`config.mk`:
```
export PLATFORM = sky130hd
export DESIGN_NAME = esc_ramp_sequencer_flat
export DESIGN_NICKNAME = d
export VERILOG_FILES = /design/src/rtl/esc_ramp_sequencer_if.sv /design/src/rtl/esc_ramp_sequencer.sv /design/src/flat_wrapper.sv
export SDC_FILE = /design/constraint.sdc
export NUM_CORES = 1
export LEC_CHECK = 0
export CORE_ASPECT_RATIO = 0.7
export CORE_MARGIN = 5
export CORE_UTILIZATION = 40
export CTS_CLUSTER_SIZE = 20
export DETAILED_ROUTE_END_ITERATION = 7
export GPL_TIMING_DRIVEN = 0
export PLACE_DENSITY = 0.61
export SLEW_MARGIN = 20
export SYNTH_ARGS = -nofsm -noshare
export SYNTH_HDL_FRONTEND = slang
export SYNTH_SLANG_ARGS = --single-unit
export TNS_END_PERCENT = 100
```
`constraint.sdc`:
```
create_clock -name clk -period 4.5 [get_ports clk]
set_clock_uncertainty 0.2 [all_clocks]
set_input_delay 0.9 -clock clk [delete_from_list [all_inputs] [get_ports clk]]
set_output_delay 0.9 -clock clk [all_outputs]
set_load 0.01 [all_outputs]
```
`src/rtl/esc_ramp_sequencer_if.sv`:
```
// Command channel from the I2C register file: target duty and direction under valid/ready.
interface esc_ramp_sequencer_if #(
    parameter int unsigned DUTY_W = 8
);
    logic              cmd_valid;
    logic              cmd_ready;
    logic [DUTY_W-1:0] cmd_duty;
    logic              cmd_dir;

    modport master (
        output cmd_valid,
        output cmd_duty,
        output cmd_dir,
        input  cmd_ready
    );

    modport slave (
        input  cmd_valid,
        input  cmd_duty,
        input  cmd_dir,
        output cmd_ready
    );
endinterface

```
`src/rtl/esc_ramp_sequencer.sv`:
```
// BLDC ESC duty/direction sequencer: ramps PWM duty toward the commanded target, reverses
// through brake and dead-time, and latches a fault when the encoder stalls under drive.
module esc_ramp_sequencer #(
    parameter int unsigned DUTY_W    = 8,
    parameter int unsigned STEP_DIV  = 256,
    parameter int unsigned DEAD_CYC  = 64,
    parameter int unsigned STALL_CYC = 65535,
    parameter int unsigned STALL_MIN = 32
) (
    input  logic                 clk,
    input  logic                 rst_n,
    input  logic                 en,
    esc_ramp_sequencer_if.slave  cmd,
    input  logic                 enc_tick,
    input  logic                 fault_clr,
    output logic [DUTY_W-1:0]    duty,
    output logic                 dir,
    output logic                 drive_en,
    output logic                 fault,
    output logic [2:0]           state
);

    localparam int unsigned PRE_W   = $clog2(STEP_DIV);
    localparam int unsigned DEAD_W  = (DEAD_CYC > 1) ? $clog2(DEAD_CYC) : 1;
    localparam int unsigned STALL_W = $clog2(STALL_CYC + 1);

    typedef enum logic [2:0] {
        S_IDLE  = 3'd0,
        S_RAMP  = 3'd1,
        S_RUN   = 3'd2,
        S_BRAKE = 3'd3,
        S_DEAD  = 3'd4,
        S_FAULT = 3'd5
    } state_t;

    state_t              st, st_nx;
    logic [DUTY_W-1:0]   duty_nx;
    logic                dir_nx;
    logic                drive_en_nx;
    logic                fault_nx;
    logic [DUTY_W-1:0]   tgt_duty, tgt_duty_nx;
    logic                tgt_dir, tgt_dir_nx;
    logic [PRE_W-1:0]    pre_cnt, pre_cnt_nx;
    logic [DEAD_W-1:0]   dead_cnt, dead_cnt_nx;
    logic [STALL_W-1:0]  stall_cnt, stall_cnt_nx;

    logic step;
    logic live;
    logic trip;
    logic accept;

    assign state         = st;
    assign cmd.cmd_ready = en && (st == S_IDLE || st == S_RAMP || st == S_RUN || st == S_BRAKE);
    assign accept        = cmd.cmd_valid && cmd.cmd_ready;
    assign step          = (pre_cnt == PRE_W'(STEP_DIV - 1));
    assign live          = (st == S_RAMP) || (st == S_RUN);
    // A tick in the same cycle rescues the motor from tripping.
    assign trip          = live && (stall_cnt >= STALL_W'(STALL_CYC)) && !enc_tick;

    // State register and all registered outputs.
    always_ff @(posedge clk) begin
        if (!rst_n) begin
            st        <= S_IDLE;
            duty      <= '0;
            dir       <= 1'b0;
            drive_en  <= 1'b0;
            fault     <= 1'b0;
            tgt_duty  <= '0;
            tgt_dir   <= 1'b0;
            pre_cnt   <= '0;
            dead_cnt  <= '0;
            stall_cnt <= '0;
        end else begin
            st        <= st_nx;
            duty      <= duty_nx;
            dir       <= dir_nx;
            drive_en  <= drive_en_nx;
            fault     <= fault_nx;
            tgt_duty  <= tgt_duty_nx;
            tgt_dir   <= tgt_dir_nx;
            pre_cnt   <= pre_cnt_nx;
            dead_cnt  <= dead_cnt_nx;
            stall_cnt <= stall_cnt_nx;
        end
    end

    // Next-state and datapath; FSM decisions see the pre-accept target.
    always_comb begin
        st_nx       = st;
        duty_nx     = duty;
        dir_nx      = dir;
        fault_nx    = fault;
        tgt_duty_nx = tgt_duty;
        tgt_dir_nx  = tgt_dir;

        if (accept && !trip) begin
            tgt_duty_nx = cmd.cmd_duty;
            tgt_dir_nx  = cmd.cmd_dir;
        end

        if (st == S_FAULT) begin
            if (fault_clr) begin
                st_nx       = S_IDLE;
                fault_nx    = 1'b0;
                tgt_duty_nx = '0;
            end
        end else if (trip) begin
            st_nx    = S_FAULT;
            fault_nx = 1'b1;
            duty_nx  = '0;
        end else if (!en) begin
            st_nx       = S_IDLE;
            duty_nx     = '0;
            tgt_duty_nx = '0;
        end else begin
            case (st)
                S_IDLE: begin
                    duty_nx = '0;
                    if (tgt_dir != dir) begin
                        st_nx = S_DEAD;
                    end else if (tgt_duty != '0) begin
                        st_nx = S_RAMP;
                    end
                end
                S_RAMP: begin
                    if (tgt_dir != dir) begin
                        st_nx = S_BRAKE;
                    end else if (duty == tgt_duty) begin
                        st_nx = (tgt_duty != '0) ? S_RUN : S_IDLE;
                    end else if (step) begin
                        duty_nx = (duty < tgt_duty) ? duty + DUTY_W'(1) : duty - DUTY_W'(1);
                    end
                end
                S_RUN: begin
                    if (tgt_dir != dir) begin
                        st_nx = S_BRAKE;
                    end else if (tgt_duty != duty) begin
                        st_nx = S_RAMP;
                    end
                end
                S_BRAKE: begin
                    if (duty == '0) begin
                        st_nx = S_DEAD;
                    end else if (step) begin
                        duty_nx = duty - DUTY_W'(1);
                    end
                end
                S_DEAD: begin
                    duty_nx = '0;
                    if (dead_cnt == DEAD_W'(DEAD_CYC - 1)) begin
                        dir_nx = tgt_dir;
                        st_nx  = (tgt_duty != '0) ? S_RAMP : S_IDLE;
                    end
                end
                default: begin
                    st_nx   = S_IDLE;
                    duty_nx = '0;
                end
            endcase
        end

        drive_en_nx = (st_nx == S_RAMP) || (st_nx == S_RUN) || (st_nx == S_BRAKE);
    end

    // Step prescaler restarts on every entry into a stepping state.
    always_comb begin
        pre_cnt_nx = '0;
        if ((st_nx == st) && (st == S_RAMP || st == S_BRAKE)) begin
            pre_cnt_nx = step ? '0 : pre_cnt + PRE_W'(1);
        end
    end

    // Dead-time counter runs only while dead-time persists.
    always_comb begin
        dead_cnt_nx = '0;
        if ((st == S_DEAD) && (st_nx == S_DEAD)) begin
            dead_cnt_nx = dead_cnt + DEAD_W'(1);
        end
    end

    // Stall counter: cycles of drive above the detection floor without an encoder edge.
    always_comb begin
        stall_cnt_nx = '0;
        if (live && !enc_tick && (duty >= DUTY_W'(STALL_MIN))) begin
            stall_cnt_nx = (stall_cnt == '1) ? stall_cnt : stall_cnt + STALL_W'(1);
        end
    end

endmodule
```
`src/flat_wrapper.sv`:
```
// flat-port wrapper written by rule: the top's interface ports become plain ports
module esc_ramp_sequencer_flat 
#(
    parameter int unsigned DUTY_W    = 8,
    parameter int unsigned STEP_DIV  = 256,
    parameter int unsigned DEAD_CYC  = 64,
    parameter int unsigned STALL_CYC = 65535,
    parameter int unsigned STALL_MIN = 32
)
  (clk, rst_n, en, enc_tick, fault_clr, duty, dir, drive_en, fault, state, cmd_cmd_valid, cmd_cmd_duty, cmd_cmd_dir, cmd_cmd_ready);
  esc_ramp_sequencer_if #(.DUTY_W(DUTY_W)) cmd_i ();
  input  logic clk;
  input  logic rst_n;
  input  logic en;
  input  logic enc_tick;
  input  logic fault_clr;
  output logic [DUTY_W-1:0] duty;
  output logic dir;
  output logic drive_en;
  output logic fault;
  output logic [2:0] state;
  input wire logic [$bits(cmd_i.cmd_valid)-1:0] cmd_cmd_valid;
  input wire logic [$bits(cmd_i.cmd_duty)-1:0] cmd_cmd_duty;
  input wire logic [$bits(cmd_i.cmd_dir)-1:0] cmd_cmd_dir;
  output wire logic [$bits(cmd_i.cmd_ready)-1:0] cmd_cmd_ready;
  assign cmd_i.cmd_valid = cmd_cmd_valid;
  assign cmd_i.cmd_duty = cmd_cmd_duty;
  assign cmd_i.cmd_dir = cmd_cmd_dir;
  assign cmd_cmd_ready = cmd_i.cmd_ready;
  esc_ramp_sequencer #(.DUTY_W(DUTY_W), .STEP_DIV(STEP_DIV), .DEAD_CYC(DEAD_CYC), .STALL_CYC(STALL_CYC), .STALL_MIN(STALL_MIN)) u_core (.clk(clk), .rst_n(rst_n), .en(en), .cmd(cmd_i), .enc_tick(enc_tick), .fault_clr(fault_clr), .duty(duty), .dir(dir), .drive_en(drive_en), .fault(fault), .state(state));
endmodule
```
**After elaboration in Yosys (flattened, before gate mapping)**

Cells that the tools add are included.

- $add $sub $neg: 5
- Magnitude comparators: 3
- Equality and inequality tests: 23
- Muxes and demuxes: 32
- Bitwise logic cells: 4
- Reduce and logical (&&, ||, !) cells: 28

Operator list:

| cell | count |
|---|---|
| 2-to-1 mux 8 bit | 13 |
| 2-to-1 mux 3 bit | 12 |
| case mux 8 bit (3 select lines) | 1 |
| adder 16 x 1 -> 16 bit (second input constant) | 1 |
| adder 8 x 1 -> 8 bit (second input constant) | 2 |
| equality test 16 bit (second input constant) | 1 |
| greater-or-equal comparator 16 bit (second input constant) | 1 |
| case mux 3 bit (5 select lines) | 1 |
| equality test 3 x 2 -> 1 bit (second input constant) | 4 |
| inequality test 4 x 3 -> 1 bit (second input constant) | 3 |
| equality test 3 bit (second input constant) | 3 |
| logical AND 1 bit | 9 |
| equality test 8 bit | 1 |
| equality test 8 bit (second input constant) | 1 |
| greater-or-equal comparator 8 x 6 -> 1 bit (second input constant) | 1 |
| zero test 8 bit | 1 |
| < comparator 8 bit | 1 |
| inequality test 4 x 2 -> 1 bit (second input constant) | 2 |
| inequality test 8 bit | 1 |
| nonzero test 8 bit | 1 |
| subtractor 8 x 1 -> 8 bit (second input constant) | 1 |
| logical OR 1 bit | 7 |
| AND reduction 7 bit | 1 |
| adder 6 x 1 -> 6 bit (second input constant) | 1 |
| other kinds (15) | 25 |

- Flip-flop bits (word level): 53
- Bits of input ports: 15

**Longest topological paths before layout**

Gate-level depths: netlist of the first run.

- Depth after elaboration: 12
- Mapped depth: 9
- Mapped depth without buffers: 8

**Least setup slack after synthesis of the first run**

OpenSTA, ideal clock, no wires.

- Path type: input-to-reg
- Start: input en
- End: register u_core.duty[6]
- Arrival time: 2.277 ns
- Slack: 1.950 ns
- Stages on the path: 5
- Path through: and3b_1 a221o_1 o21ai_2 or4b_1 o211ai_2

- Cells in the longest elaborated chain, start to end: 2
- Elaborated cells on any way between the ends: 9
- Classes of those cells: eq/ne: 6; mux: 2; reduce/logical: 1

RTL lines:

| item | RTL line | RTL |
|---|---|---|
| start, declared | flat_wrapper.sv:14 | `input logic en;` |
| inequality test 4 x 2 -> 1 bit (no line), or another cell as far along | n/a |  |
| AND reduction 7 bit (no line) / 2-to-1 mux 8 bit (equally long branches) | n/a |  |
| end signal, assigned | esc_ramp_sequencer.sv:75 | `duty <= duty_nx;` |
| end, declared | esc_ramp_sequencer.sv:16 | `output logic [DUTY_W-1:0] duty,` |

Several ways; a longest one is shown, not always the timed one.
A chain may end at the register's enable or synchronous reset.

**Worst setup path after layout of the first run**

- Start: input en
- End: output cmd_cmd_ready

- Cells in the longest elaborated chain, start to end: 1

RTL lines:

| item | RTL line | RTL |
|---|---|---|
| logical AND 1 bit | esc_ramp_sequencer.sv:53 | `assign cmd.cmd_ready = en && (st == S_IDLE \|\| st == S_RAMP \|\| st == S_RUN \|\| st == S_BRAKE);` |
| end, declared | flat_wrapper.sv:25 | `output wire logic [$bits(cmd_i.cmd_ready)-1:0] cmd_cmd_ready;` |

Every way passes these cells.

==> results.md, run 1 <==
- CP bufs+invs: 2
- Die X: 113.1 microns
- Hold buffers post-CTS: 0
- Cell count of the worst hold path: 1
- Clock Power Share: 21.5%
- Maximum root-to-sink buffer count: 2
- CP max stage cell: clkdlybuf4s50_1
- Placer congestion estimate: 0.8481
- H-tree Lvls: 2
- Synth cell types: just over 60
- Startpoint types: primary input
- Power consumption: between 1 and 1.5 mW
- CP max stage delay: ~0.6 ns
- Sw frac: 32.32%
- Seq pwr share: about 43%
- DR vias: 2570
- CTS buffer count: 5
- Max-slew violations: 0
- Area of the mapped netlist: a little under 3000 sq um
- Die Ht: 82.18 microns
- Num rows: 26
- CP Capture Type: output port
- DR DRC count: 0
- Post-Synthesis Cells: approximately 350
- Initial antenna violation count: 0
- Reg2reg end: u_core.duty[6]
- Vias in the first global route: around 2400
- Skew-Pair Late Insertion Delay: 0.30 ns
- First-pass GRT wire length: ~12 mm
- Post-CTS sizing: 0
- Worst EP required: 3.40 ns
- Starting Density: 40.85%
- Core area: 7287 sq um
- GRT Total Usage: 15.57%
- Combinational fraction of design power: 35.0%
- Hold path start: u_core.pre_cnt[0]
- Peak Freq: 0.2813 GHz
- Static leakage power: 1.248 nW
- Slew headroom: 34.57%
- P&R area growth vs syn: 16.65%
- Placed Instance Area: 3390 sq um
- Num ports: 30
- Clk pin slew, worst setup/hold paths: roughly 0.09 ns
- Pre-CTS WS: 0.9655 ns
- CTS tree: yes
- Die area: a little over 9000 sq um
- Worst Tran Pin Value: 0.9662 ns
- Port Buf Inserts: 29
- GRT overflow: 0
- Sinks on the clock net: 53
- WL/cell: 13.90 microns
- Setup Crit Path Kind: in2out
- Worst R2R Setup Slack: 1.70 ns
- Critical Path AT: ~2.5 ns
- Diodes inserted: 0
- P per Cell Area: 335.8 nW/um^2
- Unrepaired setup endpoints after global routing: false
- Crit-path cells: clkdlybuf4s50_1, nor2b_1, clkdlybuf4s50_1
- Final WL: 6.730 mm
- CP max FO: 7
- Final HPWL DP: 5.180 mm
- Antenna Nets Post-Route: 0
- NetSw: about 0.38 mW
- Yosys reg bits: 53
- Most used DFF post-synth: dfxtp_1
- Register Area: 1061 sq um
- Reg2reg start: u_core.duty[0]
- Final instance area: 3472 sq um
- Drt pass-1 iters: 4
- Final #Nets: 414
- Via density: 5.310
- Final period util: about four fifths
- Hold Path End: u_core.pre_cnt[0]
- Fin crit period: 3.554 ns
- Hold Slack: 0.2546 ns
- EDFF count, synth: 0
- Critical path's top delay family: buffers and inverters
- Setup_tns: 0 ns
- Maxcap violations: 0
- Synth Area per Inst: 8.529 sq um
- R2R cell count: 8
- CTS root buf: clkbuf_8
- HP Class: reg2reg
- CP dominant cell by count: clkdlybuf4s50_1
- VDD IR-drop max: 0.1222 mV
- Post-synth net total: 378
- Sequential share of the synthesized area: 35.65%
- Largest net degree at the start of global routing: 16
- Share of post-route cells with drive strength above 1: 7.254%
- Setup WS post-layout: about 0.95 ns
- Ys Warns: 0
- Status: complete, no violations
- Footprint of the multi-input gates: 1779 sq um
- Initial detailed-routing violation count: 163
- Asr flop ratio synth: 0%
- Int Pwr: a little under 0.8 mW
- Fillcell total: around 730
- Post-CTS Setup Bufs: 0
- # setup viols final: 0
- Final hold violation count: 0
==> synthesized netlist by cell type (2+ instances only) <==
master	number	area share, %
nand4_1	7	1.5
xnor2_1	9	2.6
a31oi_1	2	0.42
and2_1	4	0.84
nor4_1	3	0.63
o211ai_1	2	0.50
a221o_1	2	0.67
clkbuf_1	4	0.50
o21ai_1	3	0.50
buf_4	2	0.50
and3_1	10	2.1
nor3_1	14	2.4
nand2_1	23	2.9
dfxtp_1	53	36
nand3_1	23	3.9
buf_2	4	0.67
ha_1	14	5.9
nor2_1	52	6.6
nor2b_1	3	0.63
and4_1	4	1.2
inv_1	19	2.4
nand2b_1	3	0.63
xor2_1	15	4.4
o21ai_2	2	0.59
a211oi_1	5	1.3
o21ai_0	6	1.0
mux2i_1	18	6.1
a21oi_1	9	1.5
==> power by group through the flow <==
stage	clock network, mW	logic (mW)	registers (mW)
5_1_grt	0.287	0.444	0.509
4_1_cts	0.266	0.406	0.507
3_5_place_dp	0	0.404	0.518
3_3_place_gp	0	0.399	0.517
6_report	0.251	0.408	0.506
2_1_floorplan	0	0.305	0.515
==> cell families (layout without fill, tap and decap cells) <==
kind of cell	count (synthesis)	in the layout	synth area share (%)
AO/OA/AOI/OAI	50	50	13.12
XOR/XNOR	25	25	7.609
adder cells (fa/ha/maj)	14	14	5.885
buffers and inverters	31	68	4.581
flip-flops	53	53	35.65
multiplexers	19	19	6.431
AND/OR/NAND/NOR	157	157	26.73
==> worst register-to-register path, delay by kind of cell (launching register included) <==
kind,cells,cell delay [ns]
flip-flops,1,0.49
adder cells (fa/ha/maj),1,0.32
AND/OR/NAND/NOR,2,0.59
AO/OA/AOI/OAI,4,0.96
buffers and inverters,1,0.18
==> sequential cells by signal, summed over array words and instances, names as in the netlist <==
register / flops
u_core.dir: 1
u_core.pre_cnt: 8
u_core.state: 3
u_core.duty: 8
u_core.stall_cnt: 16
u_core.tgt_dir: 1
u_core.dead_cnt: 6
u_core.fault: 1
u_core.tgt_duty: 8
u_core.drive_en: 1
==> layout by cell type (no fill, tap or decap), drive strengths merged, types with 11 or more instances in the layout <==
| master | netlist | final |
|---|---|---|
| o21ai | 11 | 11 |
| nor3 | 15 | 15 |
| clkdlybuf4s50 | 0 | 29 |
| mux2i | 18 | 18 |
| xor2 | 15 | 15 |
| inv | 19 | 19 |
| ha | 14 | 14 |
| nor2 | 52 | 52 |
| dfxtp | 53 | 53 |
| nand3 | 23 | 23 |
| nand2 | 23 | 23 |
==> metal layers <==
layer	up-vias	global-route usage, %	wire length, microns
met1	1190	23.71	3726
met5	-	0	0
met2	58	22.34	2654
li1	1315	-	-
met4	0	3.481	56
met3	7	3.205	293
==> per-stage QoR <==
stage / utilization, % / instances
after floorplan: - / 349
after global placement: 46.51 / 476
after detailed placement: 46.51 / 476
after CTS: 47.65 / 484
after global routing: 47.65 / 484
final: 47.65 / 484
==> final cells by class <==
class	count	area share (%)
flip-flops and latches	53	30.56
multi-input cells	265	51.24
clock buffers	6	2.090
well taps	98	3.532
plain buffers	11	1.766
repair buffers	29	8.360
clock inverters	2	0.2883
inverters	20	2.162
==> worst max path at each step <==
stage,slack [ns],cells after the start,startpoint,endpoint
floorplan,1.95,5,en,u_core.duty[6]
global placement,0.95,3,en,cmd_cmd_ready
detailed placement,0.97,3,en,cmd_cmd_ready
CTS,0.97,3,en,cmd_cmd_ready
global route,0.91,3,en,cmd_cmd_ready
finish,0.95,3,en,cmd_cmd_ready
Power figures use the tool's default switching activity.
==> run 2, diff against run 1 <==
==> constraint.sdc (replaced) <==
create_clock -name clk -period 3.35 [get_ports clk]
set_clock_uncertainty 0.2 [all_clocks]
set_input_delay 0.67 -clock clk [delete_from_list [all_inputs] [get_ports clk]]
set_output_delay 0.67 -clock clk [all_outputs]
set_load 0.01 [all_outputs]
==> results of run 2 <==
The final DEF is identical to that of run 1. Status: complete, no violations.
Among the figures that moved: setup slack after placement 0.9655 ns -> 0.2489 ns; setup slack after layout 0.9456 ns -> 0.2556 ns; register-to-register setup slack 1.70 ns -> 0.55 ns; total power 1.166 mW -> 1.566 mW; worst IR drop on VDD 0.1222 mV -> 0.1642 mV
